===== src/rtl/fu_mul_pkg.sv =====
// fu_mul_pkg: mode encoding, default sizes and operand-extension control for fu_mul_pipe
package fu_mul_pkg;
  typedef enum logic [1:0] {
    MUL_LO  = 2'b00,
    MUL_HSS = 2'b01,
    MUL_HSU = 2'b10,
    MUL_HUU = 2'b11
  } mode_e;
  localparam int DEF_WIDTH  = 32;
  localparam int DEF_STAGES = 7;
  localparam int DEF_TAG_W  = 5;
  typedef struct packed {
    logic a_sgn;
    logic b_sgn;
  } ext_t;
  function automatic ext_t ext_ctl(input mode_e m);
    return '{a_sgn: m == MUL_HSS || m == MUL_HSU, b_sgn: m == MUL_HSS};
  endfunction
endpackage


===== src/rtl/fu_mul_if.sv =====
// fu_mul_if: issue/result bundle between the execute stage and fu_mul_pipe
interface fu_mul_if import fu_mul_pkg::*; #(
  parameter int WIDTH = DEF_WIDTH,
  parameter int TAG_W = DEF_TAG_W
);
  logic             EN, stall, flush, finish, busy;
  logic [1:0]       mode;
  logic [WIDTH-1:0] A, B, res;
  logic [TAG_W-1:0] tag_in, tag_out;
  modport master (output EN, stall, flush, mode, A, B, tag_in, input res, finish, tag_out, busy);
  modport slave (input EN, stall, flush, mode, A, B, tag_in, output res, finish, tag_out, busy);
endinterface


===== src/rtl/fu_mul_slot.sv =====
// fu_mul_slot: one pipeline slot holding valid/mode/tag/data with stall hold and flush kill
module fu_mul_slot import fu_mul_pkg::*; #(
  parameter int DW    = 2 * DEF_WIDTH,
  parameter int TAG_W = DEF_TAG_W
) (
  input  logic             clk,
  input  logic             rst,
  input  logic             stall,
  input  logic             flush,
  input  logic             in_valid,
  input  mode_e            in_mode,
  input  logic [TAG_W-1:0] in_tag,
  input  logic [DW-1:0]    in_data,
  output logic             valid_q,
  output mode_e            mode_q,
  output logic [TAG_W-1:0] tag_q,
  output logic [DW-1:0]    data_q
);
  logic             valid_d;
  mode_e            mode_d;
  logic [TAG_W-1:0] tag_d;
  logic [DW-1:0]    data_d;
  always_comb begin
    valid_d = flush ? 1'b0 : stall ? valid_q : in_valid;
    mode_d  = stall ? mode_q : in_mode;
    tag_d   = stall ? tag_q : in_tag;
    data_d  = stall ? data_q : in_data;
  end
  always_ff @(posedge clk) begin
    if (rst) begin
      valid_q <= 1'b0;
      mode_q  <= MUL_LO;
      tag_q   <= '0;
      data_q  <= '0;
    end else begin
      valid_q <= valid_d;
      mode_q  <= mode_d;
      tag_q   <= tag_d;
      data_q  <= data_d;
    end
  end
endmodule


===== src/rtl/fu_mul_pipe.sv =====
// fu_mul_pipe: pipelined RISC-V style multiplier with issue tag, stall and flush
module fu_mul_pipe import fu_mul_pkg::*; #(
  parameter int WIDTH  = DEF_WIDTH,
  parameter int STAGES = DEF_STAGES,
  parameter int TAG_W  = DEF_TAG_W
) (
  input logic     clk,
  input logic     rst,
  fu_mul_if.slave bus
);
  localparam int DW = 2 * WIDTH;
  logic [STAGES-1:0] v_in, v_q;
  mode_e             m_in [STAGES];
  mode_e             m_q  [STAGES];
  logic [TAG_W-1:0]  t_in [STAGES];
  logic [TAG_W-1:0]  t_q  [STAGES];
  logic [DW-1:0]     d_in [STAGES];
  logic [DW-1:0]     d_q  [STAGES];
  // Low 2*WIDTH bits of the extended product; enough for either result half.
  function automatic logic [DW-1:0] prod(input logic [WIDTH-1:0] a, input logic [WIDTH-1:0] b,
                                         input mode_e m);
    ext_t        e;
    logic [DW-1:0] ea, eb;
    e  = ext_ctl(m);
    ea = {{WIDTH{e.a_sgn & a[WIDTH-1]}}, a};
    eb = {{WIDTH{e.b_sgn & b[WIDTH-1]}}, b};
    return ea * eb;
  endfunction
  for (genvar i = 0; i < STAGES; i++) begin : g_slot
    if (i == 0) begin : g_head
      assign v_in[0] = bus.EN;
      assign m_in[0] = mode_e'(bus.mode);
      assign t_in[0] = bus.tag_in;
      // Slot 0 keeps raw operands so the multiply gets a full stage when STAGES > 1.
      assign d_in[0] = STAGES == 1 ? prod(bus.A, bus.B, mode_e'(bus.mode)) : {bus.A, bus.B};
    end else begin : g_body
      assign v_in[i] = v_q[i-1];
      assign m_in[i] = m_q[i-1];
      assign t_in[i] = t_q[i-1];
      assign d_in[i] = i == 1 ? prod(d_q[0][DW-1:WIDTH], d_q[0][WIDTH-1:0], m_q[0]) : d_q[i-1];
    end
    fu_mul_slot #(.DW(DW), .TAG_W(TAG_W)) u_slot (
      .clk     (clk),
      .rst     (rst),
      .stall   (bus.stall),
      .flush   (bus.flush),
      .in_valid(v_in[i]),
      .in_mode (m_in[i]),
      .in_tag  (t_in[i]),
      .in_data (d_in[i]),
      .valid_q (v_q[i]),
      .mode_q  (m_q[i]),
      .tag_q   (t_q[i]),
      .data_q  (d_q[i])
    );
  end
  assign bus.finish  = v_q[STAGES-1];
  assign bus.tag_out = t_q[STAGES-1];
  assign bus.res     = m_q[STAGES-1] == MUL_LO ? d_q[STAGES-1][WIDTH-1:0] : d_q[STAGES-1][DW-1:WIDTH];
  assign bus.busy    = |v_q;
endmodule


===== src/flat_wrapper.sv =====
// flat-port wrapper written by rule: the top's interface ports become plain ports
module fu_mul_pipe_flat import fu_mul_pkg::*;
#(
  parameter int WIDTH  = DEF_WIDTH,
  parameter int STAGES = DEF_STAGES,
  parameter int TAG_W  = DEF_TAG_W
)
  (clk, rst, bus_EN, bus_stall, bus_flush, bus_mode, bus_A, bus_B, bus_tag_in, bus_res, bus_finish, bus_tag_out, bus_busy);
  fu_mul_if #(.WIDTH(WIDTH), .TAG_W(TAG_W)) bus_i ();
  input logic clk;
  input logic rst;
  input wire logic [$bits(bus_i.EN)-1:0] bus_EN;
  input wire logic [$bits(bus_i.stall)-1:0] bus_stall;
  input wire logic [$bits(bus_i.flush)-1:0] bus_flush;
  input wire logic [$bits(bus_i.mode)-1:0] bus_mode;
  input wire logic [$bits(bus_i.A)-1:0] bus_A;
  input wire logic [$bits(bus_i.B)-1:0] bus_B;
  input wire logic [$bits(bus_i.tag_in)-1:0] bus_tag_in;
  output wire logic [$bits(bus_i.res)-1:0] bus_res;
  output wire logic [$bits(bus_i.finish)-1:0] bus_finish;
  output wire logic [$bits(bus_i.tag_out)-1:0] bus_tag_out;
  output wire logic [$bits(bus_i.busy)-1:0] bus_busy;
  assign bus_i.EN = bus_EN;
  assign bus_i.stall = bus_stall;
  assign bus_i.flush = bus_flush;
  assign bus_i.mode = bus_mode;
  assign bus_i.A = bus_A;
  assign bus_i.B = bus_B;
  assign bus_i.tag_in = bus_tag_in;
  assign bus_res = bus_i.res;
  assign bus_finish = bus_i.finish;
  assign bus_tag_out = bus_i.tag_out;
  assign bus_busy = bus_i.busy;
  fu_mul_pipe #(.WIDTH(WIDTH), .STAGES(STAGES), .TAG_W(TAG_W)) u_core (.clk(clk), .rst(rst), .bus(bus_i));
endmodule

===== config.mk =====
export PLATFORM = sky130hd
export DESIGN_NAME = fu_mul_pipe_flat
export DESIGN_NICKNAME = d
export VERILOG_FILES = /design/src/rtl/fu_mul_pkg.sv /design/src/rtl/fu_mul_if.sv /design/src/rtl/fu_mul_slot.sv /design/src/rtl/fu_mul_pipe.sv /design/src/flat_wrapper.sv
export SDC_FILE = /design/constraint.sdc
export NUM_CORES = 2
export LEC_CHECK = 0
export ABC_AREA = 1
export CAP_MARGIN = 20
export CORE_MARGIN = 1
export CORE_UTILIZATION = 33
export DETAILED_ROUTE_END_ITERATION = 12
export DONT_BUFFER_PORTS = 1
export SLEW_MARGIN = 20
export SYNTH_ARGS = -nofsm -noshare
export SYNTH_HDL_FRONTEND = slang
export SYNTH_SLANG_ARGS = --single-unit

===== constraint.sdc =====
create_clock -name clk -period 9.9 [get_ports clk]
set_input_delay 1.98 -clock clk [delete_from_list [all_inputs] [get_ports clk]]
set_output_delay 1.98 -clock clk [all_outputs]
set_load 0.01 [all_outputs]

==> flow_metrics.py <==
metrics = {
    "power": {
        "power_uw": 13600,
        "ir_worst_vdd_uv": 209,
        "powerDensity_nw_per_um2": 220,
        "power_leakage_uw": 0.0309,
    },
    "final_layout": {
        "area_delta_synth_final_pct": 6.70,
        "final_cell_mix": "inv_1 (1650), nand2_1 (1366), nor2_1 (1153), fa_1 (1124), o21ai_0 (499)",
        "final_common_cell": "inv_1",
        "multi_input_area_um2": 39700,
        "drive_gt1_frac": 0.0429,
        "finalCoreUtilization": 0.354,
        "nets": 8483,
        "seqCellArea_um2": 10100,
        "n_fill_cell": 18300,
        "design_area_um2": 61600,
    },
    "worst_setup_path": {
        "critPathSlowestCell": "fa_1",
        "max_stage_delay_ns": 0.85,
        "crit_type": "flip-flop to flip-flop",
        "required_ns": 10.48,
        "crit_path_end_kind": "flip-flop",
        "r2r-end": "u_core.g_slot[1].u_slot.data_q[56]",
        "reg2reg_slack_ns": 1.55,
        "critPathLaunchType": "flip-flop",
        "rr_worst_depth": 25,
        "reg2reg_from": "u_core.g_slot[0].u_slot.mode_q[1]",
        "crit_fanout": 13,
        "crit_top_cell": "fa_1",
        "cp.arrival_ns": 8.93,
    },
    "sta": {
        "skew_ns": 0.0696,
        "max_slew_margin": 0.0532,
        "post-route-min-period_ns": 8.35,
        "hold_violations": 0,
        "finalMaxSlewViolations": 0,
        "fin_crit_sh": 0.843,
        "tns_ns": 0,
        "setup_violations": 0,
        "worstMarginPinSlew_ns": 1.42,
        "rsz0062_at_grt": "false",
        "timing.fmax_mhz": 120,
    },
    "clock_network": {
        "root_buffer": "clkbuf_16",
        "cts.sinks": 504,
        "htreeDepth": 2,
        "cts.hold.buffers_added": 0,
        "cts_buffers": 56,
        "cts_buffer_depth": 3,
        "cts_tree": "yes",
        "cts_setup_buffers": 0,
        "path_clk_slew_ns": 0.06,
        "cts_resized": 0,
        "clock_latency_ns": 0.69,
    },
    "hold_path": {
        "holdPathEnd": "u_core.g_slot[3].u_slot.data_q[27]",
        "hold_depth": 2,
        "hold_path_class": "flip-flop to flip-flop",
        "min-delay-start": "u_core.g_slot[2].u_slot.data_q[27]",
    },
    "yosys": {
        "synth_flop_cell": "dfxtp_1",
        "yosysWarnings": 0,
        "ys_seq_elements": 504,
        "yosysUniqueCellTypes": 36,
        "syn-cell-area_um2": 57700,
        "syn_nets": 8761,
        "synthArstFlopShare": 0,
        "syn_inst": 7347,
        "synth_edf_count": 0,
        "synth.avg_cell_area_um2": 7.85,
        "yosysSeqAreaShare": 0.175,
    },
    "routing": {
        "route.met2.wl_mm": 76.2,
        "drtIter0Drc": 3154,
        "wirelength_mm": 164,
        "post_drt_wl_per_cell_um": 17.4,
        "topRoutingLayerUsed": "met5",
        "vias": 44200,
        "dr.pass1.iters": 7,
        "wl_met3_mm": 9.60,
        "drc": 0,
        "ant_nets": 0,
        "met1Wirelength_mm": 73.7,
        "drt-vias-per-instance": 4.68,
    },
    "outcome": {
        "status": "completed",
    },
    "die": {
        "fp.dieW_um": 420,
        "rows": 153,
        "core-area_um2": 174000,
        "ios": 115,
        "dieArea_um2": 177000,
        "initial_core_util": 0.332,
        "fp.dieH_um": 420,
    },
    "placement": {
        "post_dp_cell_area_um2": 59700,
        "io_buffer_count": 0,
        "gp_congestion": 0.926,
        "dpl.hpwl_mm": 132,
    },
    "global_route": {
        "grt_pass1_wl_mm": 262,
        "grt_max_degree": 478,
        "grt_overflow_total": 0,
        "grt_pass1_vias": 46500,
        "antenna_found_initial": 4,
        "grt_usage": 0.189,
    },
    "run": {
        "max-cap-violations": 0,
    },
}
cell families (layout without fill, tap and decap cells):
logic type,count (synthesis),in the layout,synth area share
AOI/OAI and AO/OA,646,646,0.0578
xor gates and xnor gates,33,33,0.00501
adders and majority gates,1338,1338,0.437
buffers and inverters,2097,1857,0.137
DFF,504,504,0.175
muxes,32,32,0.00625
other,0,3,0
and+or+nand+nor,2697,2697,0.182
cell type report:
class | instances | area share
tap | 2325 | 0.0473
antenna | 3 | 0.000122
multi-input combinational | 4746 | 0.645
timing repair buffer | 95 | 0.0122
inverter | 1666 | 0.102
clock buffer | 78 | 0.0264
sequential | 504 | 0.164
clock inverter | 18 | 0.00317
stage by stage:
stage	cells	hold WS, ns	worst slack, ns
6_report	9435	0.463	1.55
2_1_floorplan	7347	0.430	2.34
4_1_cts	9432	0.472	1.52
3_3_place_gp	9336	0.451	1.55
3_5_place_dp	9336	0.452	1.53
5_1_grt	9435	0.494	1.10
routing by layer:
| layer | track usage | vias to the layer above |
|---|---|---|
| met5 | 0.00333 | - |
| met4 | 0.0469 | 4 |
| met3 | 0.0269 | 256 |
| met2 | 0.312 | 1211 |
| met1 | 0.259 | 22100 |
| li1 | - | 20600 |
Yosys cell counts (2+ instances only):
cell	number	area share
dfxtp_1	504	0.17
fa_1	1125	0.39
inv_1	1651	0.11
nand3_2	8	0.0014
nand3b_1	8	0.0010
nor2_4	4	0.00078
nand2_4	3	0.00059
clkinv_1	2	0.00013
a21o_1	5	0.00065
o21ai_0	499	0.043
o221ai_1	2	0.00030
nand2_1	1366	0.089
a21boi_0	2	0.00026
xor2_1	30	0.0046
buf_1	7	0.00046
mux2_2	32	0.0062
nor2_1	1154	0.075
ha_1	213	0.046
a21oi_1	90	0.0078
xnor2_1	3	0.00046
or2_2	7	0.00076
a21oi_2	8	0.0012
o21bai_1	15	0.0020
inv_2	13	0.00085
nor4_1	3	0.00033
o21ai_1	22	0.0019
nor3_1	9	0.00078
nand2_2	17	0.0018
nand4_1	16	0.0017
clkbuf_1	388	0.025
nand3_1	93	0.0081
buf_2	36	0.0031
nor2_2	9	0.00098
how the worst max path moves through the flow:
| stage | from | to | cells after the start |
|---|---|---|---|
| 2_1_floorplan | u_core.g_slot[0].u_slot.mode_q[1] | u_core.g_slot[1].u_slot.data_q[62] | 31 |
| 3_3_place_gp | u_core.g_slot[0].u_slot.data_q[2] | u_core.g_slot[1].u_slot.data_q[45] | 25 |
| 3_5_place_dp | u_core.g_slot[0].u_slot.mode_q[1] | u_core.g_slot[1].u_slot.data_q[56] | 25 |
| 4_1_cts | u_core.g_slot[0].u_slot.mode_q[1] | u_core.g_slot[1].u_slot.data_q[56] | 25 |
| 5_1_grt | u_core.g_slot[0].u_slot.mode_q[1] | u_core.g_slot[1].u_slot.data_q[56] | 25 |
| 6_report | u_core.g_slot[0].u_slot.mode_q[1] | u_core.g_slot[1].u_slot.data_q[56] | 25 |
registers in the layout (all words and copies together) (netlist names):
register                      cells
u_core.g_slot.u_slot.tag_q       35
u_core.g_slot.u_slot.valid_q      7
u_core.g_slot.u_slot.data_q     448
u_core.g_slot.u_slot.mode_q      14
critical path: cells and delay by family (launching register included):
kind                     cells  cell delay [ns]
adder cells (fa/ha/maj)     10             5.66
buffers and inverters        7             0.91
flip-flops                   1             0.31
AND/OR/NAND/NOR              8             1.34
power by group:
group	internal (uW)	switching [uW]	total, uW
clock	1170	904	2080
sequential	2250	239	2490
combinational	2960	6020	8990
Note: power is estimated with default switching activity, not from simulation.
